## src/rtl/serial_adder_seq.sv

```systemverilog
// Bit-serial adder sequencer driving an external 1-bit full-adder cell.
// Optional signed-overflow output enabled by defining SERADD_OVF_EN.
module serial_adder_seq #(
    parameter int WIDTH = 8
) (
    input  logic             clk,
    input  logic             rst_n,
    input  logic             start,
    input  logic [WIDTH-1:0] a_in,
    input  logic [WIDTH-1:0] b_in,
    input  logic             cin_in,
    output logic             busy,
    output logic             done,
    output logic [WIDTH-1:0] sum_out,
    output logic             cout_out,
    output logic             fa_a,
    output logic             fa_b,
    output logic             fa_cin,
    input  logic             fa_sum,
`ifdef SERADD_OVF_EN
    input  logic             fa_cout,
    output logic             ovf
`else
    input  logic             fa_cout
`endif
);

    localparam int CW = $clog2(WIDTH);

    typedef enum logic [1:0] {
        IDLE,
        SHIFT,
        DONE
    } state_t;

    state_t           state;
    logic [WIDTH-1:0] a_sr;
    logic [WIDTH-1:0] b_sr;
    logic [WIDTH-1:0] sum_sr;
    logic             carry;
    logic [CW-1:0]    cnt;
    logic             last;

    assign last = (cnt == CW'(WIDTH - 1));

    // Cell inputs come straight from flops, gated by the busy flop.
    assign fa_a   = a_sr[0] & busy;
    assign fa_b   = b_sr[0] & busy;
    assign fa_cin = carry & busy;

    // Sequencer: load, shift one bit per cycle, publish result for a cycle.
    always_ff @(posedge clk or negedge rst_n) begin
        if (!rst_n) begin
            state    <= IDLE;
            a_sr     <= '0;
            b_sr     <= '0;
            sum_sr   <= '0;
            carry    <= 1'b0;
            cnt      <= '0;
            busy     <= 1'b0;
            done     <= 1'b0;
            sum_out  <= '0;
            cout_out <= 1'b0;
`ifdef SERADD_OVF_EN
            ovf      <= 1'b0;
`endif
        end else begin
            unique case (state)
                IDLE: begin
                    done <= 1'b0;
                    if (start) begin
                        a_sr  <= a_in;
                        b_sr  <= b_in;
                        carry <= cin_in;
                        cnt   <= '0;
                        busy  <= 1'b1;
                        state <= SHIFT;
                    end
                end
                SHIFT: begin
                    sum_sr <= {fa_sum, sum_sr[WIDTH-1:1]};
                    carry  <= fa_cout;
                    a_sr   <= {1'b0, a_sr[WIDTH-1:1]};
                    b_sr   <= {1'b0, b_sr[WIDTH-1:1]};
                    if (last) begin
                        cnt      <= '0;
                        busy     <= 1'b0;
                        done     <= 1'b1;
                        sum_out  <= {fa_sum, sum_sr[WIDTH-1:1]};
                        cout_out <= fa_cout;
`ifdef SERADD_OVF_EN
                        // carry holds the carry into the MSB here
                        ovf      <= carry ^ fa_cout;
`endif
                        state    <= DONE;
                    end else begin
                        cnt <= cnt + 1'b1;
                    end
                end
                DONE: begin
                    done  <= 1'b0;
                    state <= IDLE;
                end
                default: begin
                    busy  <= 1'b0;
                    done  <= 1'b0;
                    state <= IDLE;
                end
            endcase
        end
    end

endmodule

```

## config.mk

```make
export PLATFORM = sky130hd
export DESIGN_NAME = serial_adder_seq
export DESIGN_NICKNAME = d
export VERILOG_FILES = /design/src/rtl/serial_adder_seq.sv
export SDC_FILE = /design/constraint.sdc
export NUM_CORES = 1
export LEC_CHECK = 0
export CORE_ASPECT_RATIO = 0.5
export CORE_MARGIN = 1.5
export CORE_UTILIZATION = 47
export CTS_BUF_LIST = sky130_fd_sc_hd__clkbuf_8
export DETAILED_ROUTE_END_ITERATION = 16
export PLACE_DENSITY_LB_ADDON = 0.2
export SETUP_SLACK_MARGIN = 0.15
export SLEW_MARGIN = 20
export SYNTH_ARGS = -nofsm -noshare
export SYNTH_HDL_FRONTEND = slang
export SYNTH_SLANG_ARGS = --single-unit
```

## constraint.sdc

```tcl
create_clock -name clk -period 1.5 [get_ports clk]
set_input_delay 0.3 -clock clk [delete_from_list [all_inputs] [get_ports clk]]
set_output_delay 0.3 -clock clk [all_outputs]
set_load 0.1 [all_outputs]
```

After elaboration in Yosys (flattened, before gate mapping)
Cells that the tools add are included.
{ "totals": {"regBits": 41, "latchBits": 0, "ramBits": 0, "mem_bits_ro": 0, "in_bits": 22, "output_inout_bits": 14, "word_cells": 43, "memories": 0} }
{ "op_classes": {"n_addsub": 1, "mul": 0, "n_div": 0, "order_cmp": 0, "n_eq_ne": 5, "n_shift": 0, "mux": 17, "bitwise": 4, "reduce_logical": 6} }
{ "op_table": {"columns": ["cell", "count"], "rows": [
  ["case mux 8 bit (2 select lines)", 2],
  ["2-to-1 mux 8 bit", 2],
  ["2-to-1 mux 3 bit", 2],
  ["case mux 3 bit (2 select lines)", 1],
  ["AND reduction 2 bit", 3],
  ["2-to-1 mux 1 bit", 5],
  ["2-to-1 mux 2 bit", 2],
  ["!= test 2 bit (second input constant)", 2],
  ["case mux 2 bit (2 select lines)", 1],
  ["adder 3 x 1 -> 3 bit (second input constant)", 1],
  ["AND 1 bit", 3],
  ["== test 3 bit (second input constant)", 1],
  ["case mux 1 bit (3 select lines)", 1],
  ["AND reduction 3 bit", 1],
  ["== test 2 x 1 -> 1 bit (second input constant)", 1],
  ["== test 2 bit (second input constant)", 1],
  ["logical NOT 2 bit", 1],
  ["case mux 1 bit (2 select lines)", 1],
  ["nonzero test 2 bit", 1],
  ["inverter 1 bit", 1]
]} }

Longest topological paths before layout
{ "depth": {"depth_word": 3, "depth_mapped": 5} }

Worst setup path after synthesis
No wires, ideal clock.
{ "synth_timing": {"path_type": "reg2out", "startpoint": "register busy", "endpoint": "output port fa_a", "arrival_ps": 1812, "setup_slack_ps": -612, "path_stages_with_launch": 2, "n_path_buf": 0, "path_cell_list": "dfrtp_1 > and2_1"} }
{ "synth_between": {"elab_chain_len": 1} }
{ "synth_rtl": {"columns": ["item", "line", "text"], "rows": [
  ["start: declaration", "12", "output logic busy,"],
  ["start signal: assignment", "60", "busy <= 1'b0;"],
  ["start signal: assignment", "76", "busy <= 1'b1;"],
  ["start signal: assignment", "87", "busy <= 1'b0;"],
  ["AND 1 bit", "47", "assign fa_a = a_sr[0] & busy;"],
  ["end: declaration", "16", "output logic fa_a,"]
]} }
Every way passes these cells.

Final worst setup path
{ "layout_timing": {"startpoint": "register busy", "endpoint": "output port fa_cin"} }
{ "layout_between": {"elab_chain_len": 1} }
{ "layout_rtl": {"columns": ["item", "line", "text"], "rows": [
  ["AND 1 bit", "49", "assign fa_cin = carry & busy;"],
  ["end: declaration", "18", "output logic fa_cin,"]
]} }
Every way passes these cells.

==> impl_metrics.yaml <==
yosys:
  avgSynthCellArea_um2: 10.9
  yosys_register_bits: 40
  yosysWarnings: 0
  yosysSeqAreaShare: 0.582
  syn-cell-area_um2: 1720
  syn_inst: 158
  yosysUniqueCellTypes: 25
  synth.net_count: 182
critical_path:
  critPathCaptureType: "primary output"
  critPathCapture: "fa_cin"
  crit_start: "busy"
  r2r-start: "cnt[1]"
  cp.arrival_ns: 1.11
  rr_endpoint: "sum_out[4]"
  r2r_cells: 4
  worstPathRequired_ns: 1.20
  r2r_slack_ns: 0.14
  worst-path-max-fanout: 5
  start_kind: "flip-flop"
  criticalPathCategory: "reg -> out"
status:
  status: "completed"
cells_and_area:
  post-route-util: 0.730
  area_growth_pct: 47.3
  fin_nets: 233
  diodes: 0
  nFillCells: 228
  drive_gt1_frac: 0.281
timing:
  min_period_ns: 1.41
  drv_slew: 0
  fmax_mhz: 709
  worst_pin_slew_ns: 0.374
  post-route-period-util: 0.940
  relSlewSlack: 0.748
  hold_violations: 0
  rsz0062_at_grt: "yes"
  fin_worst_skew_ns: 0.00351
  setup_tns_ns: 0
  setup_viol: 0
floorplanning:
  ios: 36
  placementRows: 15
  dieArea_um2: 4050
  dieWidth_um: 88.6
  core_um2: 3470
  die_h_um: 45.8
  start_util: 0.495
drt:
  routedWlPerCell_um: 14.9
  dr.pass1.iters: 4
  dr_wl_met2_mm: 1.93
  wl_met1_mm: 1.79
  top_layer: "met4"
  wl_met3_um: 166
  routed_via_density: 5.34
  wl_mm: 3.90
  drt-initial-drc-count: 94
  drtAntennaViolNets: 0
  drc: 0
  dr_total_vias: 1394
grt:
  overflow: 0
  antenna_found_initial: 0
  grt_usage: 0.203
  grt_pass1_vias: 1283
  grt_max_degree: 31
  grt_pass1_wl_mm: 6.03
clock_tree:
  numCtsBuffers: 5
  clock_latency_ns: 0.28
  clock_path_buffers: 2
  cts.clk_slew.worst_paths_ns: 0.07
  cts_tree: "done"
  cts_root_buf: "clkbuf_8"
  clock_sinks: 40
  cts_htree_levels: 2
placed_design:
  place.gp.congestion: 0.770
  io_buffers: 35
  hpwl_mm: 2.44
flow_run:
  drv_cap: 0
worst_hold_path:
  hp-class: "in -> async"
[sequential cells by signal, indices dropped and copies added (netlist names)]
signal / cells
a_sr: 8
b_sr: 8
busy: 1
carry: 1
cnt: 3
cout_out: 1
done: 1
state: 2
sum_out: 8
sum_sr: 7
[metrics by stage]
step                      hold WS [ns]  setup WS (ns)  area, um^2  std cells
final                            0.421         0.0894        2530        261
after global routing             0.459         0.0583        2530        261
after CTS                        0.419         0.0683        2470        259
after detailed placement         0.194        -0.0513        2310        244
after global placement           0.192        0.00373        2310        244
after floorplan                0.00441          0.173        1730        158
[how the worst min path moves through the flow]
| stage | to | slack (ns) | cells past startpoint |
|---|---|---|---|
| finish | b_sr[4] | 0.42 | 2 |
| floorplan | a_sr[0] | 0.004 | 0 |
| global route | b_sr[5] | 0.46 | 2 |
| global placement | b_sr[4] | 0.19 | 1 |
| CTS | b_sr[4] | 0.42 | 2 |
| detailed placement | b_sr[4] | 0.19 | 1 |
[layout by cell type, fill, tap and decap left out, drive strengths merged]
master and count:
a21o 1, a21oi 14, a22o 2, a2bb2oi 1, and2 3, and2b 1, buf 32, clkbuf 6
clkdlybuf4s50 20, dfrtp 40, dlygate4sd3 1, ha 2, inv 5, mux2 9, nand2 27, nand2b 3
nor2 5, nor2b 1, nor3 1, o21ai 6, o221a 1, o22ai 27, or2b 1, or4b 1
[repair_timing]
item | in CTS | in global routing
pin swaps | 1 | 3
cloned | 1 | 0
endpoints found under the setup margin | 12 | 15
setup buffers | 5 | 2
gates resized for setup | 4 | 12
hold buffers | 1 | 0
endpoints found under the hold margin | 10 | 0
[worst max-delay path, cell delays in order, from the launching register on]
cell and delay (ns):
dfrtp_4 0.51, and2_4 0.16, buf_12 0.16
[final cells by class]
| class | count | area, um^2 | area share |
|---|---|---|---|
| multi-input cells | 106 | 726 | 0.286 |
| clock buffers | 6 | 82.6 | 0.0326 |
| flip-flops and latches | 40 | 1010 | 0.398 |
| repair buffers | 53 | 636 | 0.251 |
| inverters | 3 | 11.3 | 0.00444 |
| well taps | 51 | 63.8 | 0.0252 |
| clock inverters | 2 | 7.51 | 0.00296 |
[synth_stat cells, drive strengths merged]
master / instances / share of area
o21ai: 6 / 0.017
dfrtp: 40 / 0.58
nor2: 5 / 0.011
a21o: 1 / 0.0044
and2: 3 / 0.011
inv: 3 / 0.0065
a2bb2oi: 1 / 0.0051
a21oi: 14 / 0.041
ha: 2 / 0.015
mux2: 9 / 0.059
nor3: 1 / 0.0029
o221a: 1 / 0.0065
or2b: 1 / 0.0044
nand2: 26 / 0.066
nor2b: 1 / 0.0036
nand2b: 3 / 0.011
or4b: 1 / 0.0058
a22o: 2 / 0.010
buf: 8 / 0.031
clkbuf: 2 / 0.0044
and2b: 1 / 0.0044
o22ai: 27 / 0.098
[per-layer routing]
layer | GRT usage | vias up
met3 | 0.0598 | 2
li1 | - | 672
met1 | 0.274 | 686
met5 | 0 | -
met2 | 0.328 | 34
met4 | 0.0563 | 0
[logic make-up after synthesis]
family / Yosys count / share of synthesized area
fa+ha+maj: 2 / 0.0145
compound gates: 52 / 0.183
mux: 9 / 0.0589
simple gates: 42 / 0.120
buf+inv: 13 / 0.0422
flops: 40 / 0.582
Power is not shown: default switching activity piles up to over one toggle a cycle in this logic, so the estimate is an artifact.
==> edit (same settings) <==
Build with the macro `SERADD_OVF_EN` defined.
--- a/src/rtl/serial_adder_seq.sv
+++ b/src/rtl/serial_adder_seq.sv
@@ -2,2 +2,4 @@
 // Optional signed-overflow output enabled by defining SERADD_OVF_EN.
+`define SERADD_OVF_EN
+
 module serial_adder_seq #(
Function (old outputs only; new: ovf): kept (equiv_simple and equiv_induct, registers matched by name and starting in step).
==> edit against the unedited design <==
  * Worst setup slack got worse by 16 ps
  * Routed wire length rose by 2.9%
  * Area after synthesis increased by 3.9%
  * Count of clock-buffer cells in the layout did not move
  * Global-route usage grew 1.2 points
  * Sequential cell count is 1 higher
  * Sequential share of layout area shrank 0.78 points
  * Cell area rose by 4.4%
  * Critical endpoint unchanged
  * Highest routed layer unchanged
Power is left out: the tool's default activity adds up to more than one toggle a clock period on the data nets, which glitch-free logic cannot reach.
==> edit: results (changes against the unedited design) <==
Synth
  • Synth top area cells: dfrtp_1, o22ai_1, mux2_1
  • Async S/R FF share, synth: 1.000 (unchanged)
  • Most frequent cells after synthesis: dfrtp_1, o22ai_1, a21oi_1
  • Syn Nets: 173 (-4.9%)
  • Synth warn: 0 (unchanged)
  • Sequential fraction of the synthesis area: 0.5742 (-0.007588)
  • Cell variety after synth: 27 (+8.0%)

Routing
  • Vias: 1,352 (-3.0%)
  • Post-route ant nets: 0 (unchanged)
  • Avg WL per Cell: 15.93 µm (+6.6%)
  • DRT iter0 DRCs: 56 (-40%)
  • Router iterations before antenna repair: 4 (unchanged)

Global route
  • Global-route wire length before repair: 6699 µm (+11%)
  • Initial antenna violation count: 0 (unchanged)
  • Largest net degree at the start of global routing: 25 (-19%)
  • Vias in the first global route: 1,341 (+4.5%)
  • Global Route Usage Sum: 0.2158 (+0.01240)

Setup path
  • R2R setup slack: 130 ps
  • Reg-to-reg startpoint: cnt[0]
  • Critical-path maximum fanout: 5 (unchanged)
  • WP data arrival: 1130 ps (+20 ps)
  • R2r worst-path depth: 4 (unchanged)
  • Reg2reg end: sum_out[6]

Clock tree
  • Clock Root Buffer: clkbuf_8
  • CTS Buffer Depth: 2 (unchanged)
  • Clk pin slew, worst setup/hold paths: 70 ps (about the same)
  • Clock Latency Late Sink: 290 ps
  • Clock buffer count from CTS: 5 (unchanged)
  • Depth of the CTS H-tree: 2 (unchanged)

Min path
  • Hold/Removal Path Class: in -> async

Finish
  • Biggest regs: a_sr: 8 flops, b_sr: 8 flops, sum_out: 8 flops
  • ANT cells: 0 (unchanged)
  • Nets: 224 (-3.9%)
  • Share of cells above drive strength 1: 0.3383 (+0.05736)
  • # fillers: 244 (+7.0%)

Place
  • Buffers added on ports: 36 (+2.9%)
  • Global placement routability congestion: 0.7811 (+1.4%)
  • Final HPWL DP: 2577 µm (+5.6%)

Timing
  • Worst Max-Slew Pin Slew: 435.8 ps (+62.29 ps)
  • Fin Clk Skew: 3.912 ps (+0.4065 ps)
  • Final setup viols: 0 (unchanged)

Status
  • Status: finished, final reports clean
## edit: per-layer routing
| layer | up-vias | global-route usage | part of all wire |
|---|---|---|---|
| met4 | 0 | 0.07619 | 0.010 |
| met1 | 661 | 0.2749 | 0.48 |
| li1 | 656 | - | - |
| met2 | 28 | 0.3712 | 0.47 |
| met5 | - | 0 | 0 |
| met3 | 7 | 0.05611 | 0.044 |
## edit: critical path, stage by stage, from the launching register on
cell and delay (ps):
dfrtp_4 520, and2_4 160, buf_12 160
## edit: cells by family after synthesis
logic type | share of synthesized area
xor+xnor | 0.004903
simple gates | 0.06723
buf+inv | 0.05182
compound gates | 0.1786
flops | 0.5742
fa+ha+maj | 0.01400
mux | 0.1092
## edit: area by class of cell
class,count,share of cell area
Sequential cell,41,0.3898
Multi-Input combinational cell,95,0.2838
Timing Repair Buffer,54,0.2526
Clock buffer,6,0.03122
Tap cell,51,0.02412
Clock inverter,2,0.01277
Inverter,3,0.005676
## edit: timing repair
| item | CTS | global route |
|---|---|---|
| setup endpoints to repair | 15 | 30 |
| resized for setup | 7 | 6 |
| hold buffers | 1 | 0 |
| buffers inserted | 5 | 4 |
| cloned | 1 | 0 |
| pin swaps | 0 | 1 |
| endpoints found under the hold margin | 17 | 0 |
## edit: stage by stage
stage                     instances  hold slack (ps)  setup TNS, ps  cell area (µm²)  setup WS, ps
after floorplan                 149            4.409              0             1828         125.9
after CTS                       248            480.6              0             2600         62.89
after global placement          233            261.4         -47.79             2395        -46.40
final                           252            475.9              0             2645         73.25
after global routing            252            497.9              0             2645         46.62
after detailed placement        233            266.3         -350.1             2395        -110.1
## edit: worst max-delay path by stage
stage,from,to,slack [ps],cells past startpoint
3_3_place_gp,start,b_sr[2],-50,3
6_report,busy,fa_cin,70,2
4_1_cts,busy,fa_a,60,2
5_1_grt,busy,fa_cin,50,2
3_5_place_dp,start,cnt[2],-110,4
2_1_floorplan,cnt[0],cout_out,130,5
